File: src/rtl/cpu_pkg.sv
// Shared CPU definitions: opcode map, instruction field positions, decoder states
// and the immediate sign-extension helper used by the PC-update logic.
package cpu_pkg;

    localparam int INSTR_W = 16;
    localparam int PC_W    = 16;

    localparam logic [3:0] OP_LOAD  = 4'd0;
    localparam logic [3:0] OP_STORE = 4'd1;
    localparam logic [3:0] OP_ADD   = 4'd2;
    localparam logic [3:0] OP_SUB   = 4'd3;
    localparam logic [3:0] OP_AND   = 4'd4;
    localparam logic [3:0] OP_OR    = 4'd5;
    localparam logic [3:0] OP_XOR   = 4'd6;
    localparam logic [3:0] OP_NOT   = 4'd7;
    localparam logic [3:0] OP_SHL   = 4'd8;
    localparam logic [3:0] OP_SHR   = 4'd9;
    localparam logic [3:0] OP_BEQ   = 4'd10;
    localparam logic [3:0] OP_BNE   = 4'd11;
    localparam logic [3:0] OP_JUMP  = 4'd12;
    localparam logic [3:0] OP_AES   = 4'd13;
    localparam logic [3:0] OP_I2C   = 4'd14;
    localparam logic [3:0] OP_MUL   = 4'd15;

    localparam int OPCODE_MSB = 15;
    localparam int OPCODE_LSB = 12;
    localparam int RS_MSB     = 11;
    localparam int RS_LSB     = 9;
    localparam int RT_MSB     = 8;
    localparam int RT_LSB     = 6;
    localparam int RD_MSB     = 5;
    localparam int RD_LSB     = 3;
    localparam int IMM_MSB    = 5;
    localparam int IMM_LSB    = 0;
    localparam int JT_MSB     = 11;
    localparam int JT_LSB     = 0;

    typedef enum logic [1:0] {
        IDLE   = 2'd0,
        FETCH  = 2'd1,
        DECODE = 2'd2,
        DONE   = 2'd3
    } decState_t;

    function automatic logic signed [PC_W-1:0] signExtendImm(input logic [5:0] immVal);
        return signed'({{(PC_W-6){immVal[5]}}, immVal});
    endfunction

endpackage

File: src/rtl/instruction_decoder_next_pc.sv
// Combinational PC update: jump beats branch beats sequential, all modulo 2^16.
module next_pc
    import cpu_pkg::*;
(
    input  logic [PC_W-1:0] pc,
    input  logic [11:0]     jumpTarget,
    input  logic [5:0]      imm,
    input  logic            jumpExecute,
    input  logic            branchTaken,
    output logic [PC_W-1:0] nextPc
);

    logic signed [PC_W-1:0] immExt;

    assign immExt = signExtendImm(imm);

    always_comb begin
        nextPc = pc + 16'd1;
        if (jumpExecute) begin
            nextPc = {pc[PC_W-1:12], jumpTarget};
        end else if (branchTaken) begin
            nextPc = pc + 16'd1 + $unsigned(immExt);
        end
    end

endmodule

File: src/rtl/instruction_decoder.sv
// Fetch-and-decode stage feeding the control unit; holds decoded fields until retire.
// Optional fetch timeout enabled by defining IDECODE_FETCH_TIMEOUT_EN.
module instruction_decoder
    import cpu_pkg::*;
#(
    parameter logic [15:0] RESET_PC      = 16'h0000,
    parameter int          FETCH_TIMEOUT = 16
) (
    input  logic        clk,
    input  logic        reset,
    input  logic        readInstruction,
    input  logic        writeBackComplete,
    input  logic        jumpExecute,
    input  logic        branchTaken,
    input  logic [15:0] imemData,
    input  logic        imemValid,
    output logic        imemRead,
    output logic [15:0] imemAddr,
    output logic [3:0]  opcode,
    output logic [2:0]  rs,
    output logic [2:0]  rt,
    output logic [2:0]  rd,
    output logic [5:0]  imm,
    output logic [11:0] jumpTarget,
    output logic [15:0] pc,
    output logic        decodeComplete,
    output logic        fetchError
);

    if (FETCH_TIMEOUT < 1) begin : gTimeoutCheck
        $error("FETCH_TIMEOUT must be at least 1");
    end

    decState_t          state;
    logic [INSTR_W-1:0] instrReg;
    logic               wbcPrev;
    logic               wbcEdge;
    logic               timeoutHit;
    logic [PC_W-1:0]    pcNext;

    assign wbcEdge = writeBackComplete & ~wbcPrev;

    next_pc uNextPc (
        .pc          (pc),
        .jumpTarget  (jumpTarget),
        .imm         (imm),
        .jumpExecute (jumpExecute),
        .branchTaken (branchTaken),
        .nextPc      (pcNext)
    );

`ifdef IDECODE_FETCH_TIMEOUT_EN
    logic [15:0] fetchCnt;
    logic        fetchErrorReg;

    // The counter restarts every time FETCH is entered, so a retry gets a full window.
    assign timeoutHit = (state == FETCH) && !imemValid && (fetchCnt == 16'(FETCH_TIMEOUT - 1));
    assign fetchError = fetchErrorReg;

    always_ff @(posedge clk or posedge reset) begin
        if (reset) begin
            fetchCnt      <= '0;
            fetchErrorReg <= 1'b0;
        end else if (state != FETCH || imemValid) begin
            fetchCnt <= '0;
        end else if (timeoutHit) begin
            fetchCnt      <= '0;
            fetchErrorReg <= 1'b1;
        end else begin
            fetchCnt <= fetchCnt + 16'd1;
        end
    end
`else
    assign timeoutHit = 1'b0;
    assign fetchError = 1'b0;
`endif

    always_ff @(posedge clk or posedge reset) begin
        if (reset) begin
            state          <= IDLE;
            pc             <= RESET_PC;
            imemAddr       <= RESET_PC;
            imemRead       <= 1'b0;
            instrReg       <= '0;
            opcode         <= '0;
            rs             <= '0;
            rt             <= '0;
            rd             <= '0;
            imm            <= '0;
            jumpTarget     <= '0;
            decodeComplete <= 1'b0;
            wbcPrev        <= 1'b0;
        end else begin
            wbcPrev <= writeBackComplete;
            unique case (state)
                IDLE: begin
                    if (readInstruction) begin
                        state    <= FETCH;
                        imemRead <= 1'b1;
                        imemAddr <= pc;
                    end
                end
                FETCH: begin
                    if (imemValid) begin
                        instrReg <= imemData;
                        imemRead <= 1'b0;
                        state    <= DECODE;
                    end else if (timeoutHit) begin
                        imemRead <= 1'b0;
                        state    <= IDLE;
                    end
                end
                DECODE: begin
                    opcode         <= instrReg[OPCODE_MSB:OPCODE_LSB];
                    rs             <= instrReg[RS_MSB:RS_LSB];
                    rt             <= instrReg[RT_MSB:RT_LSB];
                    rd             <= instrReg[RD_MSB:RD_LSB];
                    imm            <= instrReg[IMM_MSB:IMM_LSB];
                    jumpTarget     <= instrReg[JT_MSB:JT_LSB];
                    decodeComplete <= 1'b1;
                    state          <= DONE;
                end
                DONE: begin
                    // Only a retire edge seen here moves the PC; edges elsewhere are dropped.
                    if (wbcEdge) begin
                        pc             <= pcNext;
                        imemAddr       <= pcNext;
                        decodeComplete <= 1'b0;
                        state          <= IDLE;
                    end
                end
                default: state <= IDLE;
            endcase
        end
    end

endmodule
File: config.mk
export PLATFORM = sky130hd
export DESIGN_NAME = instruction_decoder
export DESIGN_NICKNAME = d
export VERILOG_FILES = /design/src/rtl/cpu_pkg.sv /design/src/rtl/instruction_decoder_next_pc.sv /design/src/rtl/instruction_decoder.sv
export SDC_FILE = /design/constraint.sdc
export NUM_CORES = 1
export LEC_CHECK = 0
export BUFFER_PORTS_ARGS = -buffer_cell sky130_fd_sc_hd__buf_4
export CORE_MARGIN = 5
export CORE_UTILIZATION = 45
export CTS_BUF_LIST = sky130_fd_sc_hd__clkbuf_4 sky130_fd_sc_hd__clkbuf_8
export CTS_CLUSTER_DIAMETER = 80
export DETAILED_ROUTE_END_ITERATION = 12
export GPL_TIMING_DRIVEN = 0
export HOLD_SLACK_MARGIN = 0.15
export PLACE_DENSITY = 0.67
export SYNTH_ARGS = -nofsm -noshare
export SYNTH_HDL_FRONTEND = slang
export SYNTH_SLANG_ARGS = --single-unit
File: constraint.sdc
create_clock -name clk -period 7.1 [get_ports clk]
set_input_delay 0 -clock clk [delete_from_list [all_inputs] [get_ports clk]]
set_output_delay 0 -clock clk [all_outputs]
set_load 0.02 [all_outputs]
---- Word-level counts from Yosys, hierarchy flattened ----
Index checks and enable logic that the tools add are counted.
operators by class
  bitwise operators ....................... 2
  reductions and logical operators ........ 10
  order comparisons ....................... 0
  multipliers ............................. 0
  div/mod/pow operators ................... 0
  add/sub/neg operators ................... 2
  eq/ne operators ......................... 6
  shifts and indexed selects .............. 0
  multiplexer cells ....................... 14
operators with widths
  cell                                            count
  two-way mux 16 bit                              4
  case mux 16 bit (2 select lines)                1
  adder 16 x 1 -> 16 bit (second input constant)  1
  adder 16 bit                                    1
  AND reduction 3 bit                             3
  case mux 2 bit (4 select lines)                 1
  two-way mux 2 bit                               3
  inequality test 2 bit (second input constant)   3
  AND reduction 2 bit                             3
  nonzero test 2 bit                              3
  == test 2 bit (second input constant)           2
  case mux 1 bit (2 select lines)                 2
  two-way mux 1 bit                               3
  == test 2 x 1 -> 1 bit (second input constant)  1
  zero test 2 bit                                 1
  bitwise AND 1 bit                               1
  NOT 1 bit                                       1
storage, ports and cells
  memory bits (read-only) ................. 0
  latch bits .............................. 0
  memories ................................ 0
  bits in registers ....................... 84
  memory bits (writable) .................. 0
  output and inout bits ................... 66

---- Logic depth before layout (Yosys ltp) ----
Gate-level depths: netlist (run 1).
  depth after elaboration ................. 6
  depth in mapped cells ................... 14
  mapped depth without buffers ............ 12

---- Hierarchy ----
From an unflattened synthesis (run 1), not the netlist that was laid out.
second synthesis, totals
  cell total of the unflattened synthesis .. 403
  area, all modules ....................... 4455.5 µm²
modules (own cells, without submodules)
  module               times used  cells each  sequential area each (µm²)  area an instance (µm²)
  instruction_decoder  1           199         1726.7                      3060.4
  next_pc              1           204         0.0                         1395.1

---- Worst setup path before layout (run 1) ----
Ideal clock, no wire load.
  kind .................................... register to register
  start ................................... register pc[2]
  end ..................................... register imemAddr[15]
  path buffers ............................ 2
  data arrival time ....................... 3.004 ns
  stages on the path, launching flop included .. 15
  slack ................................... 3.992 ns
  data required time ...................... 6.996 ns
  path through ............................ dfrtp_1 clkbuf_1 nand2_1 or3_1 clkbuf_1 nor2_1 xnor2_1 ha_1 nand2_1 o21ai_0 a21o_1 or3_1 nand3_1 xor2_1 o311ai_1
on the way
  longest elaborated chain between the ends .. 6
RTL lines
  element                             line                                                                  RTL
  start, declared                     instruction_decoder.sv:25                                             output logic [15:0] pc,
  start signal, assigned              instruction_decoder.sv:126                                            pc <= pcNext;
  adder 16 x 1 -> 16 bit *            instruction_decoder_next_pc.sv:18, instruction_decoder_next_pc.sv:22
  adder 16 bit                        instruction_decoder_next_pc.sv:22                                     nextPc = pc + 16'd1 + $unsigned(immExt);
  two-way mux 16 bit *                instruction_decoder_next_pc.sv:21                                     end else if (branchTaken) begin
  two-way mux 16 bit *                instruction_decoder_next_pc.sv:19                                     if (jumpExecute) begin
  two-way mux 16 bit *                instruction_decoder.sv:125                                            if (wbcEdge) begin
  case mux 16 bit (2 select lines) *  instruction_decoder.sv:95                                             unique case (state)
  end signal, assigned                instruction_decoder.sv:100                                            imemAddr <= pc;
  end signal, assigned                instruction_decoder.sv:127                                            imemAddr <= pcNext;
  end, declared                       instruction_decoder.sv:18                                             output logic [15:0] imemAddr,
Mark *: on every way between the ends. The rest lies on a longest branch, timed or not. The select of a mux whose other input is x is not followed.
A chain may end at the register's enable or synchronous reset.

---- Worst setup path in the final report (run 1) ----
  start ................................... register pc[2]
  end ..................................... register pc[15]
on the way
  longest elaborated chain between the ends .. 4
RTL lines
  element                   line
  adder 16 x 1 -> 16 bit *  instruction_decoder_next_pc.sv:18, instruction_decoder_next_pc.sv:22
  adder 16 bit              instruction_decoder_next_pc.sv:22
  two-way mux 16 bit *      instruction_decoder_next_pc.sv:21
  two-way mux 16 bit *      instruction_decoder_next_pc.sv:19
Mark *: on every way between the ends. The rest lies on a longest branch, timed or not.

==> flow_summary.yaml, run 1 <==
sta:
  hold_violations: 0
  clock_skew_ns: 0.02009
  final.setup.tns_ns: 0
  tightest_slew_ns: 0.8709
  fin_ws_ns: 3.464
  rsz0062_at_grt: "false"
  final_max_slew_viol_count: 0
  period_minus_slack_ns: 3.636
  max_slew_margin_pct: 41.94
  clock.fmax_mhz: 275.0
  setup_viol: 0
  period_share_pct: 51.21
finish:
  final_cell_mix: "102 x buf_4, 69 x dfrtp_1, 47 x nand2_1, 40 x o21ai_0, 34 x mux2_2"
  final_util_pct: 58.44
  fill_cells: 894
  final_nets: 637
  drive_above_1_share_pct: 26.77
  antenna_cells: 0
  final_common_cell: "buf_4"
  syn_to_final_growth_pct: 28.70
  final_cell_area_sq_um: 5633
grt:
  grt_pass1_wl_mm: 19.79
  met2_usage_pct: 35.79
  gr-usage-met3_pct: 4.677
  grt_overflow: 0
  grt_pass1_vias: 3845
  grt.total_usage_pct: 21.91
  grt-busiest-layer: "met2"
  grt_start_max_net_pins: 70
  antenna_found_initial: 0
  grt_use_met1_pct: 29.10
synthesis:
  synth-edff-count: 0
  dominantRegCellSynth: "dfrtp_1"
  ys_ff_latch: 69
  ys_top_cells_by_area: "dfrtp_1 39%, mux2_2 8.7%, ha_1 6.9%, o21ai_0 4.6%, nand2_1 4.0%"
  synth_area_per_cell_sq_um: 9.292
  synth_cell_type_count: 55
  ys_warn_count: 0
  yosys.area.top_type: "dfrtp_1"
  syn_inst: 471
  syn-cell-area_sq_um: 4377
  synth-seq-area-share_pct: 39.45
  synth.top_cell.area_share_pct: 39.45
  synthesis.nets: 519
  async_reset_ff_share_pct: 100.0
clocking:
  root_buffer: "clkbuf_8"
  h-tree-depth: 3
  cts_tree: "built"
  cts.sinks: 69
  cts_buffer_depth: 2
  path_clk_slew_ns: 0.08
  cts_resized: 0
  clk_latency_ns: 0.36
  cts_inserted_buffers: 9
floorplanning:
  dieArea_sq_um: 11800
  chipWidth_microns: 108.6
  start_util_pct: 45.40
  core_sq_um: 9639
  io_pins: 89
  die_h_microns: 108.6
  std_cell_rows: 36
pwr:
  peakVddDrop_mv: 0.3048
  pwr_density_cell_nw_per_um2: 547.0
  leakage_nw: 2.634
  total_power_mw: 3.081
outcome:
  status: "complete, no violations"
hold_path:
  hp-class: "input pin to register"
routing:
  firstDrtPassIters: 4
  dr_total_vias: 3935
  viasPerCell: 5.413
  ant_nets: 0
  finalWirelength_mm: 12.47
  first_iter_violations: 254
  drcViolationCount: 0
  wl_per_cell_microns: 17.16
worst_setup_path:
  cp.required_ns: 7.38
  setup.worst_path.end_class: "register"
  cp_max_fo: 9
  endpoint: "pc[15]$_DFFE_PP0P_"
  r2r_end: "pc[15]$_DFFE_PP0P_"
  critPathLaunchType: "register"
  cp-startpoint: "pc[2]$_DFFE_PP0P_"
  ff2ff_path_depth: 13
  reg2reg_slack_ns: 3.46
  critPathKind: "register to register"
  r2r-start: "pc[2]$_DFFE_PP0P_"
  arrival_ns: 3.91
placement:
  io_buffers: 86
  place_congestion: 0.9160
  dpl-instance-area_sq_um: 5191
  preCtsSetupSlack_ns: 3.554
  hpwl_mm: 9.402
flow_run:
  maxCapViolations: 0
[synth_stat cells (all sizes together), types with 3 or more instances]
cell type / n
a211oi: 3
a21boi: 6
a21o: 8
a21oi: 33
a31oi: 5
and2: 3
and3: 5
buf: 21
clkbuf: 18
dfrtp: 69
ha: 24
inv: 20
mux2: 34
mux2i: 8
nand2: 47
nand2b: 5
nand3: 11
nand4: 7
nor2: 26
nor2b: 4
nor3: 7
o211ai: 4
o21a: 3
o21ai: 40
or3: 5
xnor2: 10
xor2: 14
[per-stage QoR]
step	instances	hold slack, ns
floorplan	471	0.03143
global placement	690	0.1202
detailed placement	690	0.1210
CTS	727	0.2858
global route	727	0.2983
finish	727	0.3072
[worst max-delay path, cell delays in order, from the launching register on]
cell	delay [ns]
dfrtp_1	0.36
clkbuf_1	0.34
nand4_1	0.32
nor3_1	0.26
xor2_1	0.27
ha_1	0.28
clkbuf_1	0.20
a21oi_1	0.24
o21ai_0	0.18
a21o_1	0.24
or3_1	0.35
nand3_1	0.14
mux2i_1	0.24
xor2_1	0.15
[state kept, by name, indices dropped and copies added, names as in the netlist, 3 cells and up]
| register | count |
|---|---|
| instrReg | 16 |
| jumpTarget | 3 |
| pc | 16 |
| imemAddr | 16 |
| imm | 3 |
| opcode | 4 |
[worst min-delay path by stage]
stage	slack [ns]	startpoint	to	cells after the start
after global routing	0.30	writeBackComplete	wbcPrev$_DFF_PP0_	2
after CTS	0.29	writeBackComplete	wbcPrev$_DFF_PP0_	2
after detailed placement	0.12	writeBackComplete	wbcPrev$_DFF_PP0_	1
after global placement	0.12	writeBackComplete	wbcPrev$_DFF_PP0_	1
after floorplan	0.03	writeBackComplete	wbcPrev$_DFF_PP0_	0
final	0.31	writeBackComplete	wbcPrev$_DFF_PP0_	2
[where the power goes]
group          total (mW)  internal [mW]  switching [mW]
Combinational        1.91          0.839            1.07
Clock               0.380          0.210           0.170
Sequential          0.791          0.588           0.204
[final cells by class]
type | count | area, sq um | area share [%]
multi-input cells | 343 | 2366 | 42.00
flip-flops and latches | 69 | 1727 | 30.65
clock inverters | 6 | 93.84 | 1.666
inverters | 20 | 77.57 | 1.377
repair buffers | 107 | 855.8 | 15.19
well taps | 133 | 166.4 | 2.954
plain buffers | 39 | 209.0 | 3.709
clock buffers | 10 | 137.6 | 2.443
[kinds of logic after synthesis]
group	after synthesis	synth area share [%]
xor+xnor	24	4.803
simple gates	128	13.92
fa+ha+maj	25	7.319
flops	69	39.45
buf+inv	59	6.489
mux	42	10.58
compound gates	123	17.35
other cells	1	0.08568
[per-layer routing]
layer	routed length [microns]	share of wire (%)	vias up
met5	0	0	-
met4	247	2.0	0
met3	759	6.1	19
met2	5938	48	126
met1	5527	44	1895
li1	-	-	1895
[timing repair]
action | CTS | global route
hold buffers | 21 | 0
endpoints found under the hold margin | 92 | 0
setup buffers | 0 | 0
No activity file was read; power rests on OpenSTA's default activity.
==> run 2: changes to the inputs <==
--- a/config.mk
+++ b/config.mk
@@ -13,7 +13,7 @@
 export DETAILED_ROUTE_END_ITERATION = 12
 export GPL_TIMING_DRIVEN = 0
 export HOLD_SLACK_MARGIN = 0.15
-export PLACE_DENSITY = 0.67
+export PLACE_DENSITY = 0.7
 export SYNTH_ARGS = -nofsm -noshare
 export SYNTH_HDL_FRONTEND = slang
 export SYNTH_SLANG_ARGS = --single-unit
==> constraint.sdc (replaced) <==
create_clock -name clk -period 3.09 [get_ports clk]
set_input_delay 0 -clock clk [delete_from_list [all_inputs] [get_ports clk]]
set_output_delay 0 -clock clk [all_outputs]
set_load 0.02 [all_outputs]
==> run 2 against run 1 <==
Against the previous run: hold slack improved by 0.0029 ns; fmax increased by 19%; largest cell class unchanged; global-route usage increased by 0.91 points; critical path type unchanged.
==> flow_summary.yaml, run 2 (synthesized netlist as in run 1, its figures left out) <==
sta:
  tightest_slew_ns: 0.8518
  rsz0062_at_grt: "true"
  setup_viol: 0
  period_share_pct: 98.84
  hold_violations: 0
  max_slew_margin_pct: 43.22
  clock_skew_ns: 0.01254
  clock.fmax_mhz: 327.4
  final_max_slew_viol_count: 0
  holdWs_ns: 0.3102
  final.setup.tns_ns: 0
  period_minus_slack_ns: 3.054
  fin_ws_ns: 0.03571
placement:
  io_buffers: 86
  place_congestion: 0.9387
  dpl-instance-area_sq_um: 5192
  hpwl_mm: 9.304
  dp_cells: 690
  preCtsSetupSlack_ns: -0.4037
worst_setup_path:
  critPathKind: "register to register"
  setup.worst_path.end_class: "register"
  worstPathCellList: "buf_6 -> inv_1 -> ha_1 -> fa_1 -> a21o_1 -> a21oi_2 -> o211ai_1 -> buf_4 -> a2111oi_2 -> o311a_1 -> nand3_1 -> a21oi_1"
  cp.required_ns: 3.37
  arrival_ns: 3.34
  worst_path_max_delay_cell: "fa_1"
  cp_max_fo: 4
  crit_path_max_incr_delay_ns: 0.43
  critPathLaunchType: "register"
pwr:
  pwr_density_cell_nw_per_um2: 1267
  peakVddDrop_mv: 0.6556
  power.share.sequential_pct: 23.8
  leakage_nw: 2.816
  switchingPower_mw: 3.633
  combinationalPowerShare_pct: 65.1
  p_clk_share_pct: 11.0
  switching_share_pct: 46.82
  total_power_mw: 7.758
  p_int_mw: 4.125
finish:
  final_util_pct: 63.53
  syn_to_final_growth_pct: 39.91
  drive_above_1_share_pct: 37.50
  final_cell_mix: "123 x buf_4, 61 x dfrtp_1, 46 x nand2_1, 35 x o21ai_0, 34 x mux2_2"
  top_regs: "imemAddr: 16 flops, instrReg: 16 flops, pc: 16 flops"
  fin_cells: 749
  final_cell_area_sq_um: 6123
  final_common_cell: "buf_4"
  antenna_cells: 0
  final_nets: 659
floorplanning:
  core_sq_um: 9639
  start_util_pct: 45.40
  die_h_microns: 108.6
  dieArea_sq_um: 11800
  std_cell_rows: 36
  chipWidth_microns: 108.6
  io_pins: 89
clocking:
  cts_inserted_buffers: 9
  path_clk_slew_ns: 0.08
  cts.sinks: 69
  clk_latency_ns: 0.36
  root_buffer: "clkbuf_8"
  cts_buffer_depth: 2
  cts_tree: "built"
  h-tree-depth: 3
routing:
  firstDrtPassIters: 5
  wl_per_cell_microns: 17.82
  ant_nets: 0
  viasPerCell: 5.513
  finalWirelength_mm: 13.35
  drcViolationCount: 0
  first_iter_violations: 219
  dr_total_vias: 4129
hold_path:
  hp-class: "input pin to register"
grt:
  grt_pass1_vias: 4027
  antenna_found_initial: 0
  grt_start_max_net_pins: 70
  grt_pass1_wl_mm: 20.76
  grt_overflow: 0
  grt.total_usage_pct: 22.81
outcome:
  status: "complete, no violations"
flow_run:
  maxCapViolations: 0
==> run 2: area by class of cell <==
| type | instances | area [sq um] |
|---|---|---|
| fill | 832 | 3516 |
| multi-input combinational | 343 | 2649 |
| sequential | 69 | 1737 |
| timing repair buffer | 132 | 1059 |
| buffer | 36 | 209.0 |
| tap | 133 | 166.4 |
| clock buffer | 9 | 123.9 |
| clock inverter | 7 | 102.6 |
| inverter | 20 | 77.57 |
==> run 2: worst max-delay path: cells and delay by family (launching register included) <==
kind                     cells  cell delay, ns
flip-flops                   1            0.42
AO/OA/AOI/OAI                6            1.38
AND/OR/NAND/NOR              1            0.11
buffers and inverters        3            0.42
adder cells (fa/ha/maj)      2            0.66
==> run 2: power groups by stage <==
| stage | clock (mW) | combinational, mW | sequential, mW |
|---|---|---|---|
| final | 0.854 | 5.05 | 1.85 |
| after floorplan | 0 | 2.65 | 2.08 |
| after CTS | 0.867 | 4.55 | 1.82 |
| after detailed placement | 0 | 4.37 | 1.83 |
| after global routing | 0.916 | 5.45 | 1.91 |
| after global placement | 0 | 4.28 | 1.82 |
==> run 2: path summary, 6_finish.rpt <==
path / startpoint / to / slack [ns] / cells past startpoint
max in group asynchronous: reset / pc[11]$_DFFE_PP0P_ / 2.09 / 3
min in group asynchronous: reset / rd[0]$_DFFE_PP0P_ / 0.37 / 3
hold reg to reg: instrReg[4]$_DFFE_PP0P_ / rd[1]$_DFFE_PP0P_ / 0.49 / 2
setup / recovery: pc[0]$_DFFE_PP0P_ / imemAddr[14]$_DFFE_PP0P_ / 0.04 / 12
setup reg to reg: pc[0]$_DFFE_PP0P_ / imemAddr[14]$_DFFE_PP0P_ / 0.04 / 12
hold / removal: writeBackComplete / wbcPrev$_DFF_PP0_ / 0.31 / 2
==> run 2: repair_timing <==
item,in CTS,in global routing
pin swaps,5,20
gates resized for setup,24,50
hold buffers,21,0
setup endpoints to repair,14,17
hold endpoints to repair,92,0
setup buffers,10,15
==> run 2: metal layers <==
layer  wire [microns]  global-route usage (%)  share of wire [%]  vias to the layer above
met5                0                       0                  0                        -
met4              243                   7.394                1.8                        0
met3             1079                   6.157                8.1                       23
met2             6408                   36.94                 48                      161
met1             5616                   29.76                 42                     2009
li1                 -                       -                  -                     1936
